==> src/rtl/gpioemu_pkg.sv <==
// Shared definitions for the gpioemu multiply/popcount initiator: slave register map,
// status encoding, FSM state and bus phase enums.
package gpioemu_pkg;

    localparam logic [15:0] ADDR_A1   = 16'h037F;
    localparam logic [15:0] ADDR_A2   = 16'h0388;
    localparam logic [15:0] ADDR_RES  = 16'h0390;
    localparam logic [15:0] ADDR_CNT  = 16'h0398;
    localparam logic [15:0] ADDR_CTRL = 16'h03A0;

    localparam logic [1:0]  STAT_DONE = 2'b11;

    typedef enum logic [3:0] {
        ST_IDLE      = 4'd0,
        ST_WR_A1     = 4'd1,
        ST_WR_A2     = 4'd2,
        ST_WR_GO     = 4'd3,
        ST_POLL      = 4'd4,
        ST_POLL_WAIT = 4'd5,
        ST_RD_RES    = 4'd6,
        ST_RD_CNT    = 4'd7,
        ST_RESP      = 4'd8
    } init_state_e;

    typedef enum logic [1:0] {
        PH_IDLE   = 2'd0,
        PH_SETUP  = 2'd1,
        PH_STROBE = 2'd2,
        PH_HOLD   = 2'd3
    } bus_phase_e;

    // Operands are 24 bits wide; the upper data byte on the bus is always zero.
    function automatic logic [31:0] pad_operand(input logic [23:0] op);
        return {8'h00, op};
    endfunction

endpackage

==> src/rtl/gpioemu_bus_xact.sv <==
// Single strobe-bus transaction engine: SETUP (1 cycle), STROBE (STROBE_CYCLES cycles),
// HOLD (1 cycle). All bus outputs are registered; done is high during the HOLD cycle.
module gpioemu_bus_xact
    import gpioemu_pkg::*;
#(
    parameter int unsigned STROBE_CYCLES = 2
) (
    input  logic        clk,
    input  logic        n_reset,
    input  logic        start,
    input  logic        rnw,
    input  logic [15:0] addr,
    input  logic [31:0] wdata,
    output logic        busy,
    output logic        done,
    output logic [31:0] rdata,
    output logic [15:0] saddress,
    output logic        srd,
    output logic        swr,
    output logic [31:0] sdata_out,
    input  logic [31:0] sdata_in
);

    localparam logic [7:0] STROBE_LAST = 8'(STROBE_CYCLES - 1);

    bus_phase_e  phase_q, phase_d;
    logic [7:0]  cnt_q, cnt_d;
    logic        rnw_q, rnw_d;
    logic [15:0] saddress_q, saddress_d;
    logic        srd_q, srd_d;
    logic        swr_q, swr_d;
    logic [31:0] sdata_out_q, sdata_out_d;
    logic [31:0] rdata_q, rdata_d;

    // Phase sequencing; read data is captured on the edge that leaves the strobe window.
    always_comb begin
        phase_d     = phase_q;
        cnt_d       = cnt_q;
        rnw_d       = rnw_q;
        saddress_d  = saddress_q;
        srd_d       = srd_q;
        swr_d       = swr_q;
        sdata_out_d = sdata_out_q;
        rdata_d     = rdata_q;
        case (phase_q)
            PH_IDLE: begin
                if (start) begin
                    phase_d     = PH_SETUP;
                    rnw_d       = rnw;
                    saddress_d  = addr;
                    sdata_out_d = rnw ? 32'h0000_0000 : wdata;
                end else begin
                    phase_d = PH_IDLE;
                end
            end
            PH_SETUP: begin
                phase_d = PH_STROBE;
                cnt_d   = STROBE_LAST;
                srd_d   = rnw_q;
                swr_d   = ~rnw_q;
            end
            PH_STROBE: begin
                if (cnt_q == 8'd0) begin
                    phase_d = PH_HOLD;
                    srd_d   = 1'b0;
                    swr_d   = 1'b0;
                    if (rnw_q) begin
                        rdata_d = sdata_in;
                    end else begin
                        rdata_d = rdata_q;
                    end
                end else begin
                    cnt_d = cnt_q - 8'd1;
                end
            end
            PH_HOLD: begin
                phase_d = PH_IDLE;
            end
            default: begin
                phase_d = PH_IDLE;
                srd_d   = 1'b0;
                swr_d   = 1'b0;
            end
        endcase
    end

    // Bus state registers; async reset drops the strobes immediately.
    always_ff @(posedge clk or negedge n_reset) begin
        if (!n_reset) begin
            phase_q     <= PH_IDLE;
            cnt_q       <= 8'd0;
            rnw_q       <= 1'b0;
            saddress_q  <= 16'h0000;
            srd_q       <= 1'b0;
            swr_q       <= 1'b0;
            sdata_out_q <= 32'h0000_0000;
            rdata_q     <= 32'h0000_0000;
        end else begin
            phase_q     <= phase_d;
            cnt_q       <= cnt_d;
            rnw_q       <= rnw_d;
            saddress_q  <= saddress_d;
            srd_q       <= srd_d;
            swr_q       <= swr_d;
            sdata_out_q <= sdata_out_d;
            rdata_q     <= rdata_d;
        end
    end

    assign busy      = (phase_q != PH_IDLE);
    assign done      = (phase_q == PH_HOLD);
    assign rdata     = rdata_q;
    assign saddress  = saddress_q;
    assign srd       = srd_q;
    assign swr       = swr_q;
    assign sdata_out = sdata_out_q;

endmodule

==> src/rtl/gpioemu_mult_initiator.sv <==
// Job-level initiator for the gpioemu multiply/popcount slave: loads operands, starts the
// slave, polls status with a bounded retry count, reads result and ones count, responds.
module gpioemu_mult_initiator
    import gpioemu_pkg::*;
#(
    parameter int unsigned STROBE_CYCLES = 2,
    parameter int unsigned POLL_GAP      = 4,
    parameter int unsigned MAX_POLLS     = 64
) (
    input  logic        clk,
    input  logic        n_reset,
    input  logic        req_valid,
    output logic        req_ready,
    input  logic [23:0] req_a1,
    input  logic [23:0] req_a2,
    output logic        rsp_valid,
    input  logic        rsp_ready,
    output logic [31:0] rsp_result,
    output logic [5:0]  rsp_ones,
    output logic        rsp_err,
    output logic [15:0] saddress,
    output logic        srd,
    output logic        swr,
    output logic [31:0] sdata_out,
    input  logic [31:0] sdata_in,
    output logic [15:0] jobs_done
);

    localparam logic [15:0] MAX_POLLS_W = 16'(MAX_POLLS);
    localparam logic [15:0] GAP_LAST    = (POLL_GAP == 0) ? 16'd0 : 16'(POLL_GAP - 1);

    init_state_e state_q, state_d;
    logic        req_ready_q, req_ready_d;
    logic [23:0] a1_q, a1_d;
    logic [23:0] a2_q, a2_d;
    logic [15:0] poll_cnt_q, poll_cnt_d;
    logic [15:0] gap_q, gap_d;
    logic        rsp_valid_q, rsp_valid_d;
    logic [31:0] rsp_result_q, rsp_result_d;
    logic [5:0]  rsp_ones_q, rsp_ones_d;
    logic        rsp_err_q, rsp_err_d;
    logic [15:0] jobs_done_q, jobs_done_d;

    logic        x_start_s;
    logic        x_rnw_s;
    logic [15:0] x_addr_s;
    logic [31:0] x_wdata_s;
    logic        x_busy_s;
    logic        x_done_s;
    logic [31:0] x_rdata_s;
    logic [15:0] poll_next_s;

    gpioemu_bus_xact #(
        .STROBE_CYCLES (STROBE_CYCLES)
    ) u_xact (
        .clk       (clk),
        .n_reset   (n_reset),
        .start     (x_start_s),
        .rnw       (x_rnw_s),
        .addr      (x_addr_s),
        .wdata     (x_wdata_s),
        .busy      (x_busy_s),
        .done      (x_done_s),
        .rdata     (x_rdata_s),
        .saddress  (saddress),
        .srd       (srd),
        .swr       (swr),
        .sdata_out (sdata_out),
        .sdata_in  (sdata_in)
    );

    assign poll_next_s = poll_cnt_q + 16'd1;

    // Job FSM: each bus state launches one transaction and advances on its HOLD cycle.
    always_comb begin
        state_d      = state_q;
        a1_d         = a1_q;
        a2_d         = a2_q;
        poll_cnt_d   = poll_cnt_q;
        gap_d        = gap_q;
        rsp_valid_d  = rsp_valid_q;
        rsp_result_d = rsp_result_q;
        rsp_ones_d   = rsp_ones_q;
        rsp_err_d    = rsp_err_q;
        jobs_done_d  = jobs_done_q;
        x_start_s    = 1'b0;
        x_rnw_s      = 1'b0;
        x_addr_s     = 16'h0000;
        x_wdata_s    = 32'h0000_0000;
        case (state_q)
            ST_IDLE: begin
                if (req_valid && req_ready_q) begin
                    a1_d         = req_a1;
                    a2_d         = req_a2;
                    poll_cnt_d   = 16'd0;
                    rsp_result_d = 32'h0000_0000;
                    rsp_ones_d   = 6'd0;
                    rsp_err_d    = 1'b0;
                    state_d      = ST_WR_A1;
                end else begin
                    state_d = ST_IDLE;
                end
            end
            ST_WR_A1: begin
                x_start_s = ~x_busy_s;
                x_addr_s  = ADDR_A1;
                x_wdata_s = pad_operand(a1_q);
                state_d   = x_done_s ? ST_WR_A2 : ST_WR_A1;
            end
            ST_WR_A2: begin
                x_start_s = ~x_busy_s;
                x_addr_s  = ADDR_A2;
                x_wdata_s = pad_operand(a2_q);
                state_d   = x_done_s ? ST_WR_GO : ST_WR_A2;
            end
            ST_WR_GO: begin
                x_start_s = ~x_busy_s;
                x_addr_s  = ADDR_CTRL;
                x_wdata_s = 32'h0000_0000;
                state_d   = x_done_s ? ST_POLL : ST_WR_GO;
            end
            ST_POLL: begin
                x_start_s = ~x_busy_s;
                x_rnw_s   = 1'b1;
                x_addr_s  = ADDR_CTRL;
                if (x_done_s) begin
                    poll_cnt_d = poll_next_s;
                    if (x_rdata_s[1:0] == STAT_DONE) begin
                        state_d = ST_RD_RES;
                    end else if (poll_next_s >= MAX_POLLS_W) begin
                        // Timeout: respond with an error and zeroed payload.
                        rsp_err_d    = 1'b1;
                        rsp_result_d = 32'h0000_0000;
                        rsp_ones_d   = 6'd0;
                        rsp_valid_d  = 1'b1;
                        state_d      = ST_RESP;
                    end else begin
                        gap_d   = GAP_LAST;
                        state_d = ST_POLL_WAIT;
                    end
                end else begin
                    state_d = ST_POLL;
                end
            end
            ST_POLL_WAIT: begin
                if (gap_q == 16'd0) begin
                    state_d = ST_POLL;
                end else begin
                    gap_d = gap_q - 16'd1;
                end
            end
            ST_RD_RES: begin
                x_start_s = ~x_busy_s;
                x_rnw_s   = 1'b1;
                x_addr_s  = ADDR_RES;
                if (x_done_s) begin
                    rsp_result_d = x_rdata_s;
                    state_d      = ST_RD_CNT;
                end else begin
                    state_d = ST_RD_RES;
                end
            end
            ST_RD_CNT: begin
                x_start_s = ~x_busy_s;
                x_rnw_s   = 1'b1;
                x_addr_s  = ADDR_CNT;
                if (x_done_s) begin
                    rsp_ones_d  = x_rdata_s[5:0];
                    rsp_valid_d = 1'b1;
                    state_d     = ST_RESP;
                end else begin
                    state_d = ST_RD_CNT;
                end
            end
            ST_RESP: begin
                if (rsp_ready) begin
                    rsp_valid_d = 1'b0;
                    jobs_done_d = jobs_done_q + 16'd1;
                    state_d     = ST_IDLE;
                end else begin
                    state_d = ST_RESP;
                end
            end
            default: begin
                state_d     = ST_IDLE;
                rsp_valid_d = 1'b0;
            end
        endcase
        // Ready follows the next state, so it rises one cycle after reset release.
        req_ready_d = (state_d == ST_IDLE);
    end

    // Job and response registers.
    always_ff @(posedge clk or negedge n_reset) begin
        if (!n_reset) begin
            state_q      <= ST_IDLE;
            req_ready_q  <= 1'b0;
            a1_q         <= 24'h0;
            a2_q         <= 24'h0;
            poll_cnt_q   <= 16'd0;
            gap_q        <= 16'd0;
            rsp_valid_q  <= 1'b0;
            rsp_result_q <= 32'h0000_0000;
            rsp_ones_q   <= 6'd0;
            rsp_err_q    <= 1'b0;
            jobs_done_q  <= 16'd0;
        end else begin
            state_q      <= state_d;
            req_ready_q  <= req_ready_d;
            a1_q         <= a1_d;
            a2_q         <= a2_d;
            poll_cnt_q   <= poll_cnt_d;
            gap_q        <= gap_d;
            rsp_valid_q  <= rsp_valid_d;
            rsp_result_q <= rsp_result_d;
            rsp_ones_q   <= rsp_ones_d;
            rsp_err_q    <= rsp_err_d;
            jobs_done_q  <= jobs_done_d;
        end
    end

    assign req_ready  = req_ready_q;
    assign rsp_valid  = rsp_valid_q;
    assign rsp_result = rsp_result_q;
    assign rsp_ones   = rsp_ones_q;
    assign rsp_err    = rsp_err_q;
    assign jobs_done  = jobs_done_q;

endmodule

==> config.mk <==
export PLATFORM = sky130hd
export DESIGN_NAME = gpioemu_mult_initiator
export DESIGN_NICKNAME = d
export VERILOG_FILES = /design/src/rtl/gpioemu_pkg.sv /design/src/rtl/gpioemu_bus_xact.sv /design/src/rtl/gpioemu_mult_initiator.sv
export SDC_FILE = /design/constraint.sdc
export NUM_CORES = 1
export LEC_CHECK = 0
export BUFFER_PORTS_ARGS = -buffer_cell sky130_fd_sc_hd__buf_4
export CAP_MARGIN = 20
export CORE_UTILIZATION = 35
export CTS_CLUSTER_DIAMETER = 100
export CTS_CLUSTER_SIZE = 40
export DETAILED_ROUTE_END_ITERATION = 8
export HOLD_SLACK_MARGIN = 0.05
export PLACE_DENSITY = 0.64
export SLEW_MARGIN = 5
export SYNTH_ARGS = -nofsm -noshare
export SYNTH_HDL_FRONTEND = slang
export SYNTH_HIERARCHICAL = 1
export SYNTH_SLANG_ARGS = --single-unit
==> constraint.sdc <==
create_clock -name clk -period 3.2 [get_ports clk]
set_input_delay 0.32 -clock clk [delete_from_list [all_inputs] [get_ports clk]]
set_output_delay 0.32 -clock clk [all_outputs]
set_load 0.01 [all_outputs]
==> summary.txt, run 1 <==
Layout
  • Most common cell after layout, fill and taps aside: dfrtp_1
  • Multi-input logic area: 4392 um2
  • Layout area overhead: 28.40%
  • Sequential cell area: 5856 um2
  • Most frequent cells in the layout: dfrtp_1 (234), nand2_1 (219), buf_4 (201), dlygate4sd3_1 (81), a22o_1 (63)
  • Share of layout cells above drive strength 1: 25.22%
  • Number of fill cells: 2737
  • Final net count: 1314
  • Final instance count without filler cells: 1616

Min path
  • Hold Crit Class: input port to flop
  • Hold endpoint: rsp_valid
  • Worst Hold Path Cells: 4
  • Hold path start: rsp_ready

Clock tree
  • CTS root buf: clkbuf_16
  • Num CTS Buffers: 10
  • H-tree levels: 1
  • Worst skew pair latency: 0.50 ns
  • Deepest clock path buffer count: 3
  • Clk sinks: 234
  • CTS tree: yes
  • Clock transition at the registers of the reported paths: 0.14 ns

Timing
  • Peak Freq: 371.9 MHz
  • Final min period: 2.689 ns
  • Final Cycle Share: 84.04%
  • RSZ-0062 raised after global routing: no
  • # setup viols final: 0
  • Final Hold Fails: 0
  • Slew margin rel.: 51.53%
  • Clock skew: 0.02379 ns
  • Worst Max-Slew Pin Slew: 0.7244 ns
  • Setup TNS: 0 ns
  • Final slew viol count: 0

Synthesis
  • Avg Inst Size Synth: 10.91 um2
  • EDFF count, synth: 0
  • Area of the mapped netlist: 10550 um2
  • Distinct cells, synth: 73
  • Post-Syn Instances: 967
  • Main flop type after synthesis: dfrtp_1
  • Post-synth ARST share: 100.0%
  • Sequential area share after synthesis: 55.50%
  • Yosys reg bits: 234
  • Synth Warn #: 6

Floorplan
  • Placeable Area: 29640 um2
  • Die Area: 30840 um2
  • Core Rows: 63
  • Die height: 175.6 um
  • # IOs: 191
  • Initial Utilization: 35.60%
  • Die Width: 175.6 um

Power
  • LEAKAGE: 0.006519 uW
  • PwrDens: 837.5 nW/um2
  • Maximum VDD drop: 0.0003373 V

Placed design
  • Cells after DPL: 1518
  • Number of port buffers: 190
  • Routability congestion estimate: 0.8192
  • Dpl hpwl: 16660 um

Setup path
  • Critical R2R Capture: gap_q[1]
  • CP Cell Sequence: nand3_2, nor4_2, xnor2_1, o2111ai_2, nor4_4, buf_4, o31a_2
  • Crit path launch: poll_cnt_q[7]
  • Critical-path maximum fanout: 13
  • CP Data Arrival Time: 3.12 ns
  • CP Launch Type: flop
  • Max incr delay on CP: 0.67 ns
  • CP Depth: 7
  • Crit path required time: 3.63 ns
  • R2R Path Start: poll_cnt_q[7]
  • R2R Setup Slk: 0.51 ns
  • Crit path buf inv count: 1
  • Slowest-stage cell, CP: nor4_4
  • R2r worst-path depth: 7
  • Setup CP Type: flop to flop
  • CP Capture Type: flop
  • Crit-path leading delay family: simple AND/OR/NAND/NOR gates

Run status
  • Status: finished, final reports clean

Route
  • WL final: 25810 um
  • DRT Pass-1 Iters: 5
  • Vias per inst: 4.934
  • DRC viols: 0
  • Via Count: 7974
  • WL/cell: 15.97 um
  • DR iter-0 viols: 496
  • Final ANT Viol Nets: 0

GRT
  • Vias in the first global route: 7861
  • GR Overflow Total: 0
  • Initial antenna violation count: 1
  • Largest net degree at the start of global routing: 83
  • GRT Total Usage: 16.60%
  • First-pass GRT wire length: 41700 um

Flow run
  • Max cap viols: 0
## kinds of logic (layout without fill, tap and decap cells)
kind of cell | after synthesis | count (layout) | share of synthesized area, %
adders and majority gates | 9 | 9 | 1.067
other | 1 | 15 | 0.03554
and+or+nand+nor | 395 | 395 | 18.18
DFF | 234 | 234 | 55.50
AOI/OAI and AO/OA | 167 | 167 | 11.62
muxes | 60 | 60 | 7.365
buffers and inverters | 69 | 314 | 3.570
xor gates and xnor gates | 32 | 32 | 2.657
## sequential cells by signal (all words and copies together), names as in the netlist, 2 cells and up
| signal | cells |
|---|---|
| rsp_result | 32 |
| u_xact/rdata | 32 |
| u_xact/sdata_out | 32 |
| a1_q | 24 |
| a2_q | 24 |
| gap_q | 16 |
| jobs_done | 16 |
| poll_cnt_q | 16 |
| u_xact/saddress | 16 |
| u_xact/cnt_q | 8 |
| rsp_ones | 6 |
| state_q | 4 |
| u_xact/phase_q | 2 |
## final cells by class
type	instances	area share, %
Antenna cell	1	0.01847
Clock buffer	11	2.032
Clock inverter	5	0.6927
Inverter	12	0.3325
Multi-Input combinational cell	677	32.42
Sequential cell	234	43.23
Tap cell	390	3.602
Timing Repair Buffer	286	17.68
## timing repair
action,4_1_cts,5_1_grt
buffers inserted,0,0
resized for setup,0,0
hold buffers,81,0
hold endpoints to repair,157,0
## worst min-delay path, delay by kind of cell
family,cells,cell delay (ns)
AOI/OAI and AO/OA,2,0.12
buffers and inverters,1,0.09
and+or+nand+nor,1,0.05
## metal layers
layer	routed length, um	vias up	track usage [%]
li1	-	3819	-
met1	11720	3904	22.67
met2	12290	214	27.57
met3	1261	37	2.229
met4	541	0	4.565
met5	0	-	0
## synthesized netlist by cell type, drive strengths merged (13+ instances only)
library cell  instances  area, um2
nand3                14      80.08
nand2               220      825.8
nand2b               37      239.0
nor4                 13      151.4
clkbuf               41      173.9
nor3                 16      80.08
dfrtp               234       5856
buf                  16      157.7
xnor2                20      175.2
mux2                 51      686.9
a22o                 63      551.8
o21ai                60      300.3
nor2                 49      186.4
nand4                14      93.84
## metrics by stage
| step | worst slack, ns | hold slack [ns] | instance area (um2) | power (uW) | utilization [%] |
|---|---|---|---|---|---|
| 6_report | 0.5108 | 0.1032 | 13550 | 11350 | 45.71 |
| 3_3_place_gp | 0.5749 | 0.3693 | 12360 | 9420 | 41.72 |
| 4_1_cts | 0.4592 | 0.07887 | 13540 | 11450 | 45.70 |
| 3_5_place_dp | 0.5003 | 0.3671 | 12360 | 9552 | 41.72 |
| 5_1_grt | 0.2772 | 0.09257 | 13550 | 12140 | 45.71 |
| 2_1_floorplan | 0.7222 | 0.02441 | 10600 | 7897 | - |
## power by group
part           leakage, uW  total [uW]  internal, uW  switching, uW
Clock             0.000180        1780           813            969
Combinational      0.00331        4460          2230           2220
Sequential         0.00302        5110          4130            983
## worst max-delay path by stage
stage	end
final	gap_q[1]
after detailed placement	rsp_valid
after floorplan	u_xact/saddress[1]
after global placement	rsp_valid
after global routing	gap_q[1]
after CTS	gap_q[1]
Note: power is estimated with default switching activity, not from simulation.
==> inputs of run 2 (changes only) <==
--- a/config.mk
+++ b/config.mk
@@ -5,6 +5,7 @@
 export SDC_FILE = /design/constraint.sdc
 export NUM_CORES = 1
 export LEC_CHECK = 0
+export ABC_AREA = 1
 export BUFFER_PORTS_ARGS = -buffer_cell sky130_fd_sc_hd__buf_4
 export CAP_MARGIN = 20
 export CORE_UTILIZATION = 35
==> constraint.sdc (replaced) <==
create_clock -name clk -period 2.6 [get_ports clk]
set_input_delay 0.26 -clock clk [delete_from_list [all_inputs] [get_ports clk]]
set_output_delay 0.26 -clock clk [all_outputs]
set_load 0.01 [all_outputs]
==> summary.txt, run 2 <==
Run status
  • Status: finished, final reports clean

Timing
  • Clock skew: 0.02522 ns (+0.001429 ns)
  • Setup TNS: 0 ns (unchanged)
  • Slew margin rel.: 41.69% (-9.8 points)
  • RSZ-0062 raised after global routing: no
  • Peak Freq: 427.2 MHz (+15%)
  • WHS: 0.1889 ns (+0.08565 ns)
  • Final Hold Fails: 0 (unchanged)
  • # setup viols final: 0 (unchanged)
  • Worst Max-Slew Pin Slew: 0.8747 ns (+0.1503 ns)
  • Final Cycle Share: 90.04% (+6.0 points)
  • Final slew viol count: 0 (unchanged)
  • Final min period: 2.341 ns (-0.3483 ns)

Layout
  • Layout area overhead: 29.24%
  • Share of layout cells above drive strength 1: 17.68% (-7.5 points)
  • Most frequent cells in the layout: nand2_1 (472), dfrtp_1 (234), buf_4 (213), nand3_1 (106), nor2_1 (94)
  • Ant. Diodes: 0 (-1)
  • Most common cell after layout, fill and taps aside: nand2_1
  • Final net count: 1639 (+25%)

Synthesis
  • Synth Warn #: 6 (unchanged)
  • Most instantiated cells after synthesis: nand2_1 (473), dfrtp_1 (234), nand3_1 (106)
  • Post-synth ARST share: 100.0% (unchanged)
  • Distinct cells, synth: 42 (-42%)
  • Post-Syn Instances: 1275 (+32%)
  • Synth top area share: 54.06% (-1.4 points)
  • Yosys reg bits: 234 (unchanged)
  • Synth area leaders: dfrtp_1 (54%), nand2_1 (16%), nand3_1 (4.9%)
  • EDFF count, synth: 0 (unchanged)
  • Sequential area share after synthesis: 54.06% (-1.4 points)
  • Main flop type after synthesis: dfrtp_1
  • Count leader, synth: nand2_1
  • Avg Inst Size Synth: 8.495 um2 (-22%)
  • Area of the mapped netlist: 10830 um2 (+2.7%)
  • Leading area contributor after synthesis: dfrtp_1

Route
  • Via Count: 9489 (+19%)
  • WL final: 29330 um (+14%)
  • Vias per inst: 4.876 (-1.2%)
  • DRC viols: 0 (unchanged)
  • Final ANT Viol Nets: 0 (unchanged)
  • WL/cell: 15.07 um (-5.6%)
  • DRT Pass-1 Iters: 5 (unchanged)
  • DR iter-0 viols: 609 (+23%)

Setup path
  • CP Capture Type: flop
  • Setup CP Type: flop to flop
  • CP Cell Sequence: inv_1, nand2_1, inv_2, nand2_1, a31oi_1, nand2_2, inv_1, nand2_1, nand2_1
  • Slowest-stage cell, CP: inv_1
  • Crit path buf inv count: 3 (+2)
  • Crit path required time: 3.02 ns (-0.61 ns)
  • Most frequent cell on the critical path: nand2_1
  • Max incr delay on CP: 0.52 ns (-0.15 ns)
  • Crit-path leading delay family: simple AND/OR/NAND/NOR gates
  • CP Launch Type: flop
  • CP Data Arrival Time: 2.77 ns (-0.35 ns)
  • Critical-path maximum fanout: 12 (-1)

Clock tree
  • Worst skew pair latency: 0.50 ns (about the same)
  • CTS tree: yes
  • Clk sinks: 234 (unchanged)
  • H-tree levels: 1 (unchanged)
  • Deepest clock path buffer count: 3 (unchanged)
  • Post-CTS repair timing setup buffer count: 0 (unchanged)
  • Num CTS Buffers: 11 (+1)
  • CTS root buf: clkbuf_16
  • Clock transition at the registers of the reported paths: 0.14 ns (about the same)

Floorplan
  • # IOs: 191 (unchanged)
  • Die Width: 177.9 um (+1.3%)
  • Core Rows: 64 (+1.6%)
  • Placeable Area: 30510 um2 (+2.9%)
  • Die Area: 31660 um2 (+2.6%)
  • Initial Utilization: 35.50% (-0.093 points)
  • Die height: 177.9 um (+1.3%)

Power
  • PwrDens: 964.6 nW/um2 (+15%)
  • Maximum VDD drop: 0.0004724 V (+40%)
  • LEAKAGE: 0.007510 uW (+15%)

GRT
  • GRT Total Usage: 18.30% (+1.7 points)
  • First-pass GRT wire length: 47020 um (+13%)
  • Vias in the first global route: 9251 (+18%)
  • GR Overflow Total: 0 (unchanged)
  • Initial antenna violation count: 0 (-1)
  • Largest net degree at the start of global routing: 86 (+3.6%)

Placed design
  • Dpl hpwl: 19620 um (+18%)
  • Number of port buffers: 190 (unchanged)
  • Routability congestion estimate: 0.8808 (+7.5%)

Min path
  • Hold Crit Class: input port to flop

Flow run
  • Max cap viols: 0 (unchanged)
## run 2: cell count changes after synthesis, sizes merged, moves of 9 or more
cell    previous run  this run
nand2            220       481
nand3             14       107
inv               12        98
nor2              49       107
mux2              51         1
nand2b            37         0
o21ai             60        26
a22o              63        32
a32o               1        24
clkbuf            41        26
buf               16        29
xnor2             20         8
xor2              12        22
mux2i              9         0
## run 2: cells by family (layout without fill, tap and decap cells)
kind of cell	count (synthesis)	count (layout)	share of synthesized area [%]
AND/OR/NAND/NOR	737	737	28.58
flip-flops	234	234	54.06
buffers and inverters	156	417	6.203
AO/OA/AOI/OAI	107	108	7.555
XOR/XNOR	30	30	2.426
adder cells (fa/ha/maj)	9	9	1.040
other	1	14	0.03462
multiplexers	1	1	0.1040
## run 2: path summary, 6_finish.rpt
kind / endpoint / depth (start not counted) / from / slack (ns)
setup / recovery: u_xact/saddress[4] / 9 / state_q[2] / 0.26
hold / removal: jobs_done[0] / 3 / rsp_ready / 0.19
setup reg to reg: u_xact/saddress[4] / 9 / state_q[2] / 0.26
hold reg to reg: jobs_done[15] / 1 / jobs_done[15] / 0.47
max in group asynchronous: u_xact/rdata[30] / 3 / n_reset / 1.48
min in group asynchronous: u_xact/rdata[17] / 2 / n_reset / 0.35
## run 2: layout make-up
cell class	instances	area [um2]
clock buffers	11	275.3
clock inverters	6	106.4
fillers	2938	16510
inverters	101	380.4
multi-input cells	899	4380
flip-flops and latches	234	5856
well taps	396	495.5
repair buffers	299	2505
## run 2: metrics by stage
stage	instance area, um2	setup WS (ns)	util [%]	instances	total power (uW)
finish	14000	0.2591	45.88	1946	13500
global route	14000	0.03997	45.88	1946	14520
global placement	12780	0.2216	41.90	1847	11050
CTS	13980	0.1042	45.81	1945	13530
floorplan	10880	0.7000	-	1288	9218
detailed placement	12780	0.1520	41.90	1847	11150
## run 2: report_power, final
group          internal, uW  switching, uW  leakage (uW)
clock network           957           1290      0.000187
logic                  2200           3440       0.00430
registers              4840            782       0.00302
## run 2: worst register-to-register path: stages (launching register included)
cell	delay, ns
dfrtp_1	0.40
inv_1	0.18
nand2_1	0.16
inv_2	0.08
nand2_1	0.15
a31oi_1	0.27
nand2_2	0.25
inv_1	0.53
nand2_1	0.16
nand2_1	0.09
## run 2: metal layers
layer	track usage, %	vias up	wire, um
li1	-	4632	-
met1	24.22	4601	12890
met2	30.56	192	14400
met3	2.035	64	972
met4	7.158	0	1067
met5	0	-	0
## run 2: timing repair
| item | CTS | global route |
|---|---|---|
| setup endpoints to repair | 0 | 32 |
| hold buffers | 81 | 0 |
| endpoints found under the hold margin | 156 | 0 |
| resized for setup | 0 | 2 |
==> inputs of run 3 (changes only) <==
==> constraint.sdc (replaced) <==
create_clock -name clk -period 3 [get_ports clk]
set_input_delay 0.3 -clock clk [delete_from_list [all_inputs] [get_ports clk]]
set_output_delay 0.3 -clock clk [all_outputs]
set_load 0.01 [all_outputs]
==> summary.txt, run 3 (synthesis gave the netlist of run 2 again) <==
Setup path
  • Critical R2R Capture: rsp_result[26]
  • CP Cell Sequence: nor2_1, nand2_1, nor2_1, a21oi_1, a21oi_4, nand2_4, nand2_1, nand2_1
  • Most frequent cell on the critical path: nand2_1
  • Crit path required time: 3.39 ns (+0.37 ns)
  • Setup CP Type: flop to flop
  • R2R Setup Slk: 0.46 ns (+0.20 ns)
  • Max incr delay on CP: 0.74 ns (+0.22 ns)
  • Slowest-stage cell, CP: a21oi_4
  • Crit-path leading delay family: simple AND/OR/NAND/NOR gates
  • CP Launch Type: flop
  • Crit path launch: state_q[3]
  • R2r worst-path depth: 8 (-1)
  • R2R Path Start: state_q[3]
  • CP Data Arrival Time: 2.94 ns (+0.17 ns)
  • Critical-path maximum fanout: 33 (+21)
  • Crit path buf inv count: 0 (-3)
  • CP Capture Type: flop

GRT
  • Initial antenna violation count: 1 (+1)
  • Largest net degree at the start of global routing: 79 (-8.1%)
  • GR Overflow Total: 0 (unchanged)
  • Vias in the first global route: 9209 (-0.45%)
  • First-pass GRT wire length: 46580 um (-0.94%)
  • GRT Total Usage: 18.18% (-0.12 points)

Clock tree
  • Num CTS Buffers: 11 (unchanged)
  • CTS root buf: clkbuf_16
  • Clk sinks: 234 (unchanged)
  • Deepest clock path buffer count: 3 (unchanged)
  • Post-CTS Hold Fix Bufs: 79 (-2.5%)
  • CTS tree: yes
  • H-tree levels: 1 (unchanged)
  • Post-CTS repair timing setup buffer count: 0 (unchanged)
  • CTS resizes: 0 (unchanged)
  • Clock transition at the registers of the reported paths: 0.14 ns (about the same)
  • Worst skew pair latency: 0.50 ns (about the same)

Layout
  • Final net count: 1623 (-0.98%)
  • Most frequent cells in the layout: nand2_1 (472), dfrtp_1 (234), buf_4 (202), nand3_1 (106), nor2_1 (94)
  • Most common cell after layout, fill and taps aside: nand2_1
  • Layout area overhead: 27.34%
  • Share of layout cells above drive strength 1: 16.89% (-0.78 points)
  • Final instance count without filler cells: 1930 (-0.82%)
  • Number of fill cells: 2894 (-1.5%)

Route
  • WL final: 28800 um (-1.8%)
  • DRT Pass-1 Iters: 6 (+1)
  • WL/cell: 14.92 um (-0.99%)
  • DR iter-0 viols: 538 (-12%)
  • Via Count: 9447 (-0.44%)
  • Final ANT Viol Nets: 0 (unchanged)
  • Vias per inst: 4.895 (+0.38%)
  • DRC viols: 0 (unchanged)

Placed design
  • Pre-CTS setup slack: 0.4866 ns (+0.3345 ns)
  • Number of port buffers: 190 (unchanged)
  • Cells after DPL: 1834 (-0.70%)
  • Dpl hpwl: 18920 um (-3.6%)
  • Routability congestion estimate: 0.8611 (-2.2%)

Floorplan
  • Placeable Area: 30510 um2 (unchanged)
  • Initial Utilization: 35.50% (unchanged)
  • Die Width: 177.9 um (unchanged)
  • Die height: 177.9 um (unchanged)
  • Core Rows: 64 (unchanged)
  • Die Area: 31660 um2 (unchanged)
  • # IOs: 191 (unchanged)

Power
  • PwrDens: 827.0 nW/um2 (-14%)
  • Final Power: 11410 uW (-16%)
  • LEAKAGE: 0.007406 uW (-1.4%)
  • Maximum VDD drop: 0.0003765 V (-20%)

Timing
  • Peak Freq: 393.1 MHz (-8.0%)
  • Worst Max-Slew Pin Slew: 0.9509 ns (+0.07624 ns)
  • Final min period: 2.544 ns (+0.2031 ns)
  • Setup TNS: 0 ns (unchanged)
  • Final slew viol count: 0 (unchanged)
  • RSZ-0062 raised after global routing: no
  • Final Cycle Share: 84.80% (-5.2 points)
  • Clock skew: 0.04405 ns (+0.01884 ns)
  • # setup viols final: 0 (unchanged)
  • Final Hold Fails: 0 (unchanged)
  • Slew margin rel.: 36.46% (-5.2 points)
  • WHS: 0.06565 ns (-0.1232 ns)
  • Setup WS post-layout: 0.4559 ns (+0.1969 ns)

Min path
  • Hold Crit Class: input port to flop
  • Hold endpoint: u_xact/rdata[6]
  • Hold path start: sdata_in[6]
  • Worst Hold Path Cells: 3 (unchanged)

Run status
  • Status: finished, final reports clean

Flow run
  • Max cap viols: 0 (unchanged)
==> run 3: cell types whose count changed in the layout (fill, tap and decap cells not counted), sizes merged <==
cell         delta
buf            -13
clkinvlp        +1
a21oi           -1
dlygate4sd3     -2
diode           +1
bufinv          -1
inv             -2
clkinv          +1
==> run 3: cell type report <==
cell class | instances | area, um2 | share of cell area, %
flip-flops and latches | 234 | 5856 | 42.45
multi-input cells | 898 | 4358 | 31.59
repair buffers | 284 | 2362 | 17.13
well taps | 396 | 495.5 | 3.592
inverters | 101 | 380.4 | 2.758
clock buffers | 11 | 275.3 | 1.996
clock inverters | 5 | 63.81 | 0.4626
diodes | 1 | 2.502 | 0.01814
==> run 3: report_power, final <==
| part | total [uW] | internal (uW) | switching (uW) | leakage [uW] |
|---|---|---|---|---|
| clock network | 1810 | 724 | 1080 | 0.000165 |
| logic | 4740 | 1840 | 2900 | 0.00422 |
| registers | 4860 | 4190 | 671 | 0.00302 |
==> run 3: how the worst max path moves through the flow <==
stage | depth (start not counted) | to | slack, ns
5_1_grt | 15 | rsp_result[25] | 0.12
2_1_floorplan | 15 | gap_q[10] | 1.10
3_5_place_dp | 14 | rsp_result[25] | 0.49
3_3_place_gp | 8 | rsp_result[28] | 0.60
6_report | 8 | rsp_result[26] | 0.46
4_1_cts | 15 | rsp_result[25] | 0.48
==> run 3: per-stage QoR <==
stage | util (%) | cell area [um2]
floorplan | - | 10880
global placement | 41.50 | 12660
detailed placement | 41.50 | 12660
CTS | 45.20 | 13790
global route | 45.21 | 13790
finish | 45.21 | 13790
==> run 3: worst min-delay path, cell delays in order <==
cell     delay (ns)
buf_4          0.08
nand3_1        0.08
nand2_1        0.07
==> run 3: routing by layer <==
layer / wire [um] / global-route usage [%]
met1: 13050 / 24.30
met2: 13660 / 29.91
met3: 995 / 1.928
met4: 1094 / 7.621
met5: 0 / 0
